===== src/rtl/vga_pattern_ctrl.sv =====
`default_nettype none
// ============================================================================
// Module   : vga_pattern_ctrl
// Brief    : 800x600 VGA test-pattern colour stage (bars, checker, bouncing
//            box, border) with frame-synchronous mode switching.
// Revision : 1.0
// ============================================================================
module vga_pattern_ctrl #(
    parameter int H_ACTIVE = 800,
    parameter int V_ACTIVE = 600,
    parameter int BOX_SIZE = 64,
    parameter int BOX_STEP = 2
) (
    input  logic        clk,
    input  logic        rst,
    input  logic        ready,
    input  logic [10:0] column_addr,
    input  logic [10:0] row_addr,
    input  logic        hsync_in,
    input  logic        vsync_in,
    input  logic        mode_btn,
    output logic [4:0]  red,
    output logic [5:0]  green,
    output logic [4:0]  blue,
    output logic        hsync_out,
    output logic        vsync_out
);

    localparam logic [11:0] c_h_last = 12'(H_ACTIVE - 1);
    localparam logic [11:0] c_v_last = 12'(V_ACTIVE - 1);
    localparam logic [11:0] c_size   = 12'(BOX_SIZE);
    localparam logic [11:0] c_step   = 12'(BOX_STEP);
    localparam logic [11:0] c_x_lim  = 12'(H_ACTIVE - BOX_SIZE);
    localparam logic [11:0] c_y_lim  = 12'(V_ACTIVE - BOX_SIZE);
    localparam logic [11:0] c_bar_w  = 12'(H_ACTIVE / 8);

    localparam logic [1:0] c_mode_bars   = 2'd0;
    localparam logic [1:0] c_mode_check  = 2'd1;
    localparam logic [1:0] c_mode_box    = 2'd2;
    localparam logic [1:0] c_mode_border = 2'd3;

    // Returns {direction (1 = negative), next position} for one box axis.
    function automatic logic [11:0] f_axis(
        input logic [10:0] pos,
        input logic        dir_neg,
        input logic [11:0] lim
    );
        logic [11:0] w_pos;
        logic [11:0] w_res;
        w_pos = {1'b0, pos};
        if (!dir_neg) begin
            if ((w_pos + c_step) >= lim) w_res = {1'b1, lim[10:0]};
            else                         w_res = {1'b0, pos + c_step[10:0]};
        end else begin
            if (w_pos <= c_step) w_res = 12'd0;
            else                 w_res = {1'b1, pos - c_step[10:0]};
        end
        return w_res;
    endfunction

    // Mode and box state
    logic [1:0]  mode_pend_q, mode_pend_d;
    logic [1:0]  mode_act_q,  mode_act_d;
    logic [10:0] box_x_q, box_x_d;
    logic [10:0] box_y_q, box_y_d;
    logic        dir_x_q, dir_x_d;
    logic        dir_y_q, dir_y_d;

    // Stage 1
    logic        ready_s1_q, ready_s1_d;
    logic [2:0]  cls_s1_q,   cls_s1_d;
    logic        hs_s1_q,    hs_s1_d;
    logic        vs_s1_q,    vs_s1_d;

    // Stage 2
    logic [4:0]  red_q,   red_d;
    logic [5:0]  green_q, green_d;
    logic [4:0]  blue_q,  blue_d;
    logic        hs_s2_q, hs_s2_d;
    logic        vs_s2_q, vs_s2_d;

    logic        w_tick;
    logic [11:0] w_col;
    logic [11:0] w_row;
    logic [2:0]  w_bar_idx;
    logic [2:0]  w_bar_cls;
    logic        w_in_box;
    logic        w_on_border;
    logic [11:0] w_x_next;
    logic [11:0] w_y_next;

    // The stage-1 vsync register doubles as the edge detector's history bit.
    always_comb begin
        w_tick   = vs_s1_q & ~vsync_in;
        w_x_next = f_axis(box_x_q, dir_x_q, c_x_lim);
        w_y_next = f_axis(box_y_q, dir_y_q, c_y_lim);

        mode_pend_d = mode_pend_q + {1'b0, mode_btn};
        mode_act_d  = w_tick ? mode_pend_q : mode_act_q;

        box_x_d = box_x_q;
        dir_x_d = dir_x_q;
        box_y_d = box_y_q;
        dir_y_d = dir_y_q;
        if (w_tick) begin
            {dir_x_d, box_x_d} = w_x_next;
            {dir_y_d, box_y_d} = w_y_next;
        end
    end

    // Pattern class is a {R,G,B} on/off triple; every colour used is full-scale.
    always_comb begin
        w_col = {1'b0, column_addr};
        w_row = {1'b0, row_addr};

        w_bar_idx = 3'd0;
        for (int k = 1; k < 8; k++) begin
            if (w_col >= (12'(k) * c_bar_w)) w_bar_idx = 3'(k);
        end

        case (w_bar_idx)
            3'd0:    w_bar_cls = 3'b111;
            3'd1:    w_bar_cls = 3'b110;
            3'd2:    w_bar_cls = 3'b011;
            3'd3:    w_bar_cls = 3'b010;
            3'd4:    w_bar_cls = 3'b101;
            3'd5:    w_bar_cls = 3'b100;
            3'd6:    w_bar_cls = 3'b001;
            default: w_bar_cls = 3'b000;
        endcase

        w_in_box = (w_col >= {1'b0, box_x_q}) && (w_col < ({1'b0, box_x_q} + c_size)) &&
                   (w_row >= {1'b0, box_y_q}) && (w_row < ({1'b0, box_y_q} + c_size));

        w_on_border = (w_col == 12'd0) || (w_col == c_h_last) ||
                      (w_row == 12'd0) || (w_row == c_v_last);

        case (mode_act_q)
            c_mode_bars:   cls_s1_d = w_bar_cls;
            c_mode_check:  cls_s1_d = {3{column_addr[5] ^ row_addr[5]}};
            c_mode_box:    cls_s1_d = w_in_box ? 3'b111 : 3'b001;
            c_mode_border: cls_s1_d = {3{w_on_border}};
            default:       cls_s1_d = 3'b000;
        endcase

        ready_s1_d = ready;
        hs_s1_d    = hsync_in;
        vs_s1_d    = vsync_in;

        red_d   = (ready_s1_q && cls_s1_q[2]) ? 5'd31 : 5'd0;
        green_d = (ready_s1_q && cls_s1_q[1]) ? 6'd63 : 6'd0;
        blue_d  = (ready_s1_q && cls_s1_q[0]) ? 5'd31 : 5'd0;
        hs_s2_d = hs_s1_q;
        vs_s2_d = vs_s1_q;
    end

    always_ff @(posedge clk) begin
        if (rst) begin
            mode_pend_q <= 2'd0;
            mode_act_q  <= 2'd0;
            box_x_q     <= 11'd0;
            box_y_q     <= 11'd0;
            dir_x_q     <= 1'b0;
            dir_y_q     <= 1'b0;
            ready_s1_q  <= 1'b0;
            cls_s1_q    <= 3'd0;
            hs_s1_q     <= 1'b1;
            vs_s1_q     <= 1'b1;
            red_q       <= 5'd0;
            green_q     <= 6'd0;
            blue_q      <= 5'd0;
            hs_s2_q     <= 1'b1;
            vs_s2_q     <= 1'b1;
        end else begin
            mode_pend_q <= mode_pend_d;
            mode_act_q  <= mode_act_d;
            box_x_q     <= box_x_d;
            box_y_q     <= box_y_d;
            dir_x_q     <= dir_x_d;
            dir_y_q     <= dir_y_d;
            ready_s1_q  <= ready_s1_d;
            cls_s1_q    <= cls_s1_d;
            hs_s1_q     <= hs_s1_d;
            vs_s1_q     <= vs_s1_d;
            red_q       <= red_d;
            green_q     <= green_d;
            blue_q      <= blue_d;
            hs_s2_q     <= hs_s2_d;
            vs_s2_q     <= vs_s2_d;
        end
    end

    assign red       = red_q;
    assign green     = green_q;
    assign blue      = blue_q;
    assign hsync_out = hs_s2_q;
    assign vsync_out = vs_s2_q;

endmodule
`default_nettype wire


===== config.mk =====
export PLATFORM = sky130hd
export DESIGN_NAME = vga_pattern_ctrl
export DESIGN_NICKNAME = d
export VERILOG_FILES = /design/src/rtl/vga_pattern_ctrl.sv
export SDC_FILE = /design/constraint.sdc
export NUM_CORES = 1
export LEC_CHECK = 0
export BUFFER_PORTS_ARGS = -buffer_cell sky130_fd_sc_hd__buf_4
export CAP_MARGIN = 20
export CELL_PAD_IN_SITES_DETAIL_PLACEMENT = 0
export CELL_PAD_IN_SITES_GLOBAL_PLACEMENT = 2
export CORE_ASPECT_RATIO = 0.8
export CORE_MARGIN = 2
export CORE_UTILIZATION = 37
export DETAILED_ROUTE_END_ITERATION = 10
export PLACE_DENSITY_LB_ADDON = 0.1
export SETUP_SLACK_MARGIN = 0.05
export SLEW_MARGIN = 10
export SYNTH_ARGS = -nofsm -noshare
export SYNTH_HDL_FRONTEND = slang
export SYNTH_SLANG_ARGS = --single-unit

===== constraint.sdc =====
create_clock -name clk -period 3.8 [get_ports clk]
set_input_delay 1.14 -clock clk [delete_from_list [all_inputs] [get_ports clk]]
set_output_delay 1.14 -clock clk [all_outputs]
set_load 0.01 [all_outputs]

; ---- Yosys cells after proc, flatten, opt, wreduce, memory -nomap -nowiden
; Cells that the tools add are included.
[word_totals]
output_inout_bits = 18
rom_bits = 0
latch_bits = 0
in_bits = 28
ff_bits = 52
mem_bits_rw = 0
n_memories = 0
word_cells = 85
[op_classes]
mux = 19
bitwise_logic = 3
n_eq_ne = 11
n_reduce_logical = 13
order_cmp = 15
n_mul = 0
shifts = 0
n_div = 0
addsub = 9
[op_table]
columns = operator, count
row1 = $mux W12, 6
row2 = $ge A11 B9 Y1 const B, 3
row3 = $add A11 B2 Y12 const B, 2
row4 = $add A11 B7 Y12 const B, 2
row5 = $ge A12 B10 Y1 const B, 2
row6 = $lt A11 B12 Y1, 2
row7 = $add A11 B2 Y11 const B, 2
row8 = $eq A11 B10 Y1 const B, 2
row9 = $ge A11 B10 Y1 const B, 2
row10 = $ge A11 B11 Y1, 2
row11 = $le A11 B2 Y1 const B, 2
row12 = $logic_not A11 Y1, 2
row13 = $sub A11 B2 Y11 const B, 2
row14 = $mux W3, 7
row15 = $pmux W3 S7, 1
row16 = $pmux W3 S4, 1
row17 = $ge A11 B7 Y1 const B, 1
row18 = $ge A11 B8 Y1 const B, 1
row19 = $mux W5, 2
row20 = $eq A3 B3 Y1 const B, 3
row21 = $eq A3 B2 Y1 const B, 2
row22 = $logic_and A1 B1 Y1, 6
row23 = $mux W6, 1
row24 = $eq A2 B2 Y1 const B, 2
row25 = 10 further kinds, 12

; ---- Depth between registers and ports, before layout
[logic_depth]
word_depth = 11
mapped_depth = 10
ltp_nobuf = 9

; ---- Worst setup path before layout
; No wires, ideal clock.
[synth_path]
path_kind = input port to flip-flop
startpoint = input column_addr[5]
endpoint = register cls_s1_q[0]
t_required_ps = 3739
n_path_buf = 1
slack_ps = 1284
path_stages = 7
setup_ps = 61
arrival_time_ps = 2455
cell_sequence = clkbuf_1 -> nand2b_1 -> or4_1 -> a21oi_1 -> o221a_2 -> a21o_1 -> a32o_1
[synth_via]
elab_chain_cells = 11
elab_cells_between_ends = 29
classes_between = 7 x order compare / 7 x eq/ne / 9 x mux / 1 x bitwise / 5 x reduce/logical
[synth_rtl]
columns = element, line
row1 = from (decl), 17  ; input logic [10:0] column_addr,
row2 = $ge A11 B7 Y1, 118  ; if (w_col >= (12'(k) * c_bar_w)) w_bar_idx = 3'(k);
row3 = $mux W1, 118
row4 = $mux W3 (6 in a row), 118
row5 = $eq A3 B3 Y1 (tied with other cells), 121  ; case (w_bar_idx)
row6 = $pmux W3 S7, 121
row7 = $pmux W3 S4 *, 138  ; case (mode_act_q)
row8 = to (signal assigned), 182  ; cls_s1_q <= cls_s1_d;
row9 = to (decl), 71  ; logic [2:0] cls_s1_q, cls_s1_d;
; Mark *: on every way between the ends. The rest lies on a longest branch, timed or not.
; A chain may end at the register's enable or synchronous reset.

; ---- Worst setup path after layout
[layout_path]
startpoint = register box_x_q[1]
endpoint = register box_x_q[5]
[layout_via]
elab_chain_cells = 4
elab_cells_between_ends = 8
classes_between = 3 x add/sub / 2 x order compare / 3 x mux
[layout_rtl]
columns = element, line
row1 = from (decl), 64  ; logic [10:0] box_x_q, box_x_d;
row2 = from (signal assigned), 177  ; box_x_q <= box_x_d;
row3 = $add A11 B2 Y12, 52  ; if ((w_pos + c_step) >= lim) w_res = {1'b1, lim[10:0]};
row4 = $ge A12 B10 Y1, 52
row5 = $mux W12, 52
row6 = $mux W12 *, 51  ; if (!dir_neg) begin
; Marks and branches as above.

==> impl_metrics.toml <==
[synth]
synth_seq_cells = 37
syn_inst = 481
synth-edff-count = 0
yosys_most_used_dff = "dfxtp_1"
yosysWarnings = 0
yosysSeqAreaShare = 0.2025
syn_nets = 550
ys_types = 66
synthArstFlopShare = 0
avgSynthCellArea_um2 = 7.603
syn-cell-area_um2 = 3657

[drt]
routedWlPerCell_um = 16.60
vias = 3524
drc = 0
drt_iter0_markers = 300
wl_um = 10140
firstDrtPassIters = 4
vias_per_cell = 5.768
ant_nets = 0

[sta]
hold_viol = 0
worst_pin_slew_ns = 0.8439
slew_headroom = 0.4374
finalCriticalPeriod_ns = 2.518
fin_worst_skew_ns = 0.004565
setup_viol = 0
finalSetupTns_ns = 0
slew_violations = 0
fmax_mhz = 397.2
post-route-period-util = 0.6626
rsz0062_at_grt = "no"

[clock_tree]
cts_setup_buffers = 0
cts_max_path_buffers = 2
cts_made_buffers = 5
clockRootBuffer = "clkbuf_16"
cts.sinks = 37
cts_resized = 0
cts_tree = "built"
ctsHoldBuffers = 0
clk_latency_ns = 0.29
h-tree-depth = 2
clk_pin_slew_ns = 0.07

[finish]
drive_above_1_share = 0.1423
antenna_cells = 0
final_common_cell = "buf_4"
final_util = 0.4221
mostFrequentLayoutCells = "buf_4, ha_1, a21oi_1"
nFillCells = 1011
area_growth_pct = 10.91
nets = 560

[power]
irDropWorstVdd_mv = 0.1506
seq_power_share = 0.390
netSwitchingFraction = 0.3092
p_switching_mw = 0.3330
p_leak_nw = 1.495
clockPowerShare = 0.405
p_int_mw = 0.7440
p_comb_frac = 0.205
power_per_cell_area_nw_per_um2 = 265.5

[setup_path]
worstPathMaxFanout = 10
cp_top_family = "compound AO/OA/AOI/OAI gates"
reg2reg_depth = 7
reg2reg_slack_ns = 1.28
cp.required_ns = 4.00
critPathKind = "reg -> reg"
cpMaxStageDelayCell = "dfxtp_1"
cp_num_buf_inv = 0
cp_num_cells = 7
critPathMaxStageDelay_ns = 0.54
crit_top_cell = "nor3_1"
crit_start = "box_x_q[1]$_SDFFE_PP0P_"
timing.rr.start = "box_x_q[1]$_SDFFE_PP0P_"
crit_path_end = "box_x_q[5]$_SDFFE_PP0P_"
setup.worst_path.start_class = "flop"
path_cells = "ha_1 -> nand4_1 -> nor3_1 -> o32ai_1 -> o221ai_1 -> nor3_1 -> a311oi_1"
worstSetupEndpointType = "flop"
r2r_end = "box_x_q[5]$_SDFFE_PP0P_"
worstPathArrival_ns = 2.72

[global_route]
antenna_found_initial = 0
grt_max_degree = 33
overflow = 0
grt_pass1_wl_um = 17110
grt_pass1_vias = 3342
grt_usage = 0.2008

[place]
hpwl_um = 7802
routabilityCongestion = 0.8308
io_buffer_count = 45

[die]
start_util = 0.3806
die_w_um = 115.2
dieHeight_um = 92.93
die_area_um2 = 10700
row_count = 32
io_pins = 46
core-area_um2 = 9609

[outcome]
outcome = "finished, final reports clean"

[hold_path]
min_path_type = "reg -> reg"

[job]
drv_cap = 0
==> kinds of logic (layout without fill, tap and decap cells) <==
logic type	Yosys count	in the layout	share of synthesized area
AOI/OAI and AO/OA	149	149	0.2775
xor gates and xnor gates	18	18	0.04311
adders and majority gates	41	41	0.1403
buffers and inverters	72	83	0.09819
DFF	37	37	0.2025
muxes	1	1	0.002737
and+or+nand+nor	163	163	0.2357
==> per-layer routing <==
metal  vias to the layer above  routed length (um)  global-route usage
met3                         6                 482             0.03141
met4                         0                  70             0.03715
met2                        84                4031              0.2882
met5                         -                   0                   0
met1                      1623                5556              0.3127
li1                       1811                   -                   -
==> metrics by stage <==
stage                     instances  setup WS (ns)  area (um2)  total power, mW  hold WS (ns)
after detailed placement        603          1.075        3909           0.6505        0.4016
after CTS                       611          1.275        4056            1.093        0.4214
final                           611          1.282        4056            1.077        0.4206
after floorplan                 481          1.284        3657           0.5752        0.3895
after global routing            611          1.043        4056            1.139        0.4469
after global placement          603          1.077        3909           0.6490        0.3980
==> area by class of cell <==
type | instances | area [um2] | share of cell area
well taps | 119 | 148.9 | 0.03671
flip-flops and latches | 37 | 740.7 | 0.1826
clock buffers | 5 | 125.1 | 0.03085
repair buffers | 48 | 360.3 | 0.08883
inverters | 27 | 101.3 | 0.02498
multi-input cells | 372 | 2557 | 0.6305
clock inverters | 3 | 22.52 | 0.005552
==> worst min-delay path by stage <==
| stage | startpoint | endpoint | cells after the start |
|---|---|---|---|
| 2_1_floorplan | hs_s1_q$_SDFF_PP1_ | hsync_out$_SDFF_PP1_ | 1 |
| 3_3_place_gp | hs_s1_q$_SDFF_PP1_ | hsync_out$_SDFF_PP1_ | 1 |
| 3_5_place_dp | hs_s1_q$_SDFF_PP1_ | hsync_out$_SDFF_PP1_ | 1 |
| 4_1_cts | hs_s1_q$_SDFF_PP1_ | hsync_out$_SDFF_PP1_ | 1 |
| 5_1_grt | hs_s1_q$_SDFF_PP1_ | hsync_out$_SDFF_PP1_ | 1 |
| 6_report | hs_s1_q$_SDFF_PP1_ | hsync_out$_SDFF_PP1_ | 1 |
==> cells in the mapped netlist, drive strengths merged, types with 6 or more instances <==
cell type,number,area (um2)
a21oi,39,198.9
a31oi,12,75.07
and3,7,45.05
buf,23,175.2
clkbuf,22,82.58
dfxtp,37,740.7
ha,41,513.0
inv,27,101.4
nand2,30,112.6
nand2b,9,56.30
nand3,21,105.1
nand4,11,68.82
nor2,27,101.4
nor2b,8,50.05
nor3,19,95.09
nor4,6,37.54
o21ai,30,150.1
xnor2,17,148.9
==> flip-flops by register name (all words and copies together) (netlist names) <==
name and count:
red 1, box_y_q 10, hsync_out 1, vs_s1_q 1
hs_s1_q 1, dir_y_q 1, dir_x_q 1, cls_s1_q 3
blue 1, green 1, ready_s1_q 1, mode_pend_q 2
box_x_q 10, mode_act_q 2, vsync_out 1
==> power groups by stage <==
stage	logic, mW	clock network, mW	registers (mW)
floorplan	0.155	0	0.420
global placement	0.219	0	0.430
detailed placement	0.221	0	0.429
CTS	0.222	0.450	0.420
global route	0.256	0.460	0.423
finish	0.221	0.436	0.420
(Power assumes the default switching activity.)
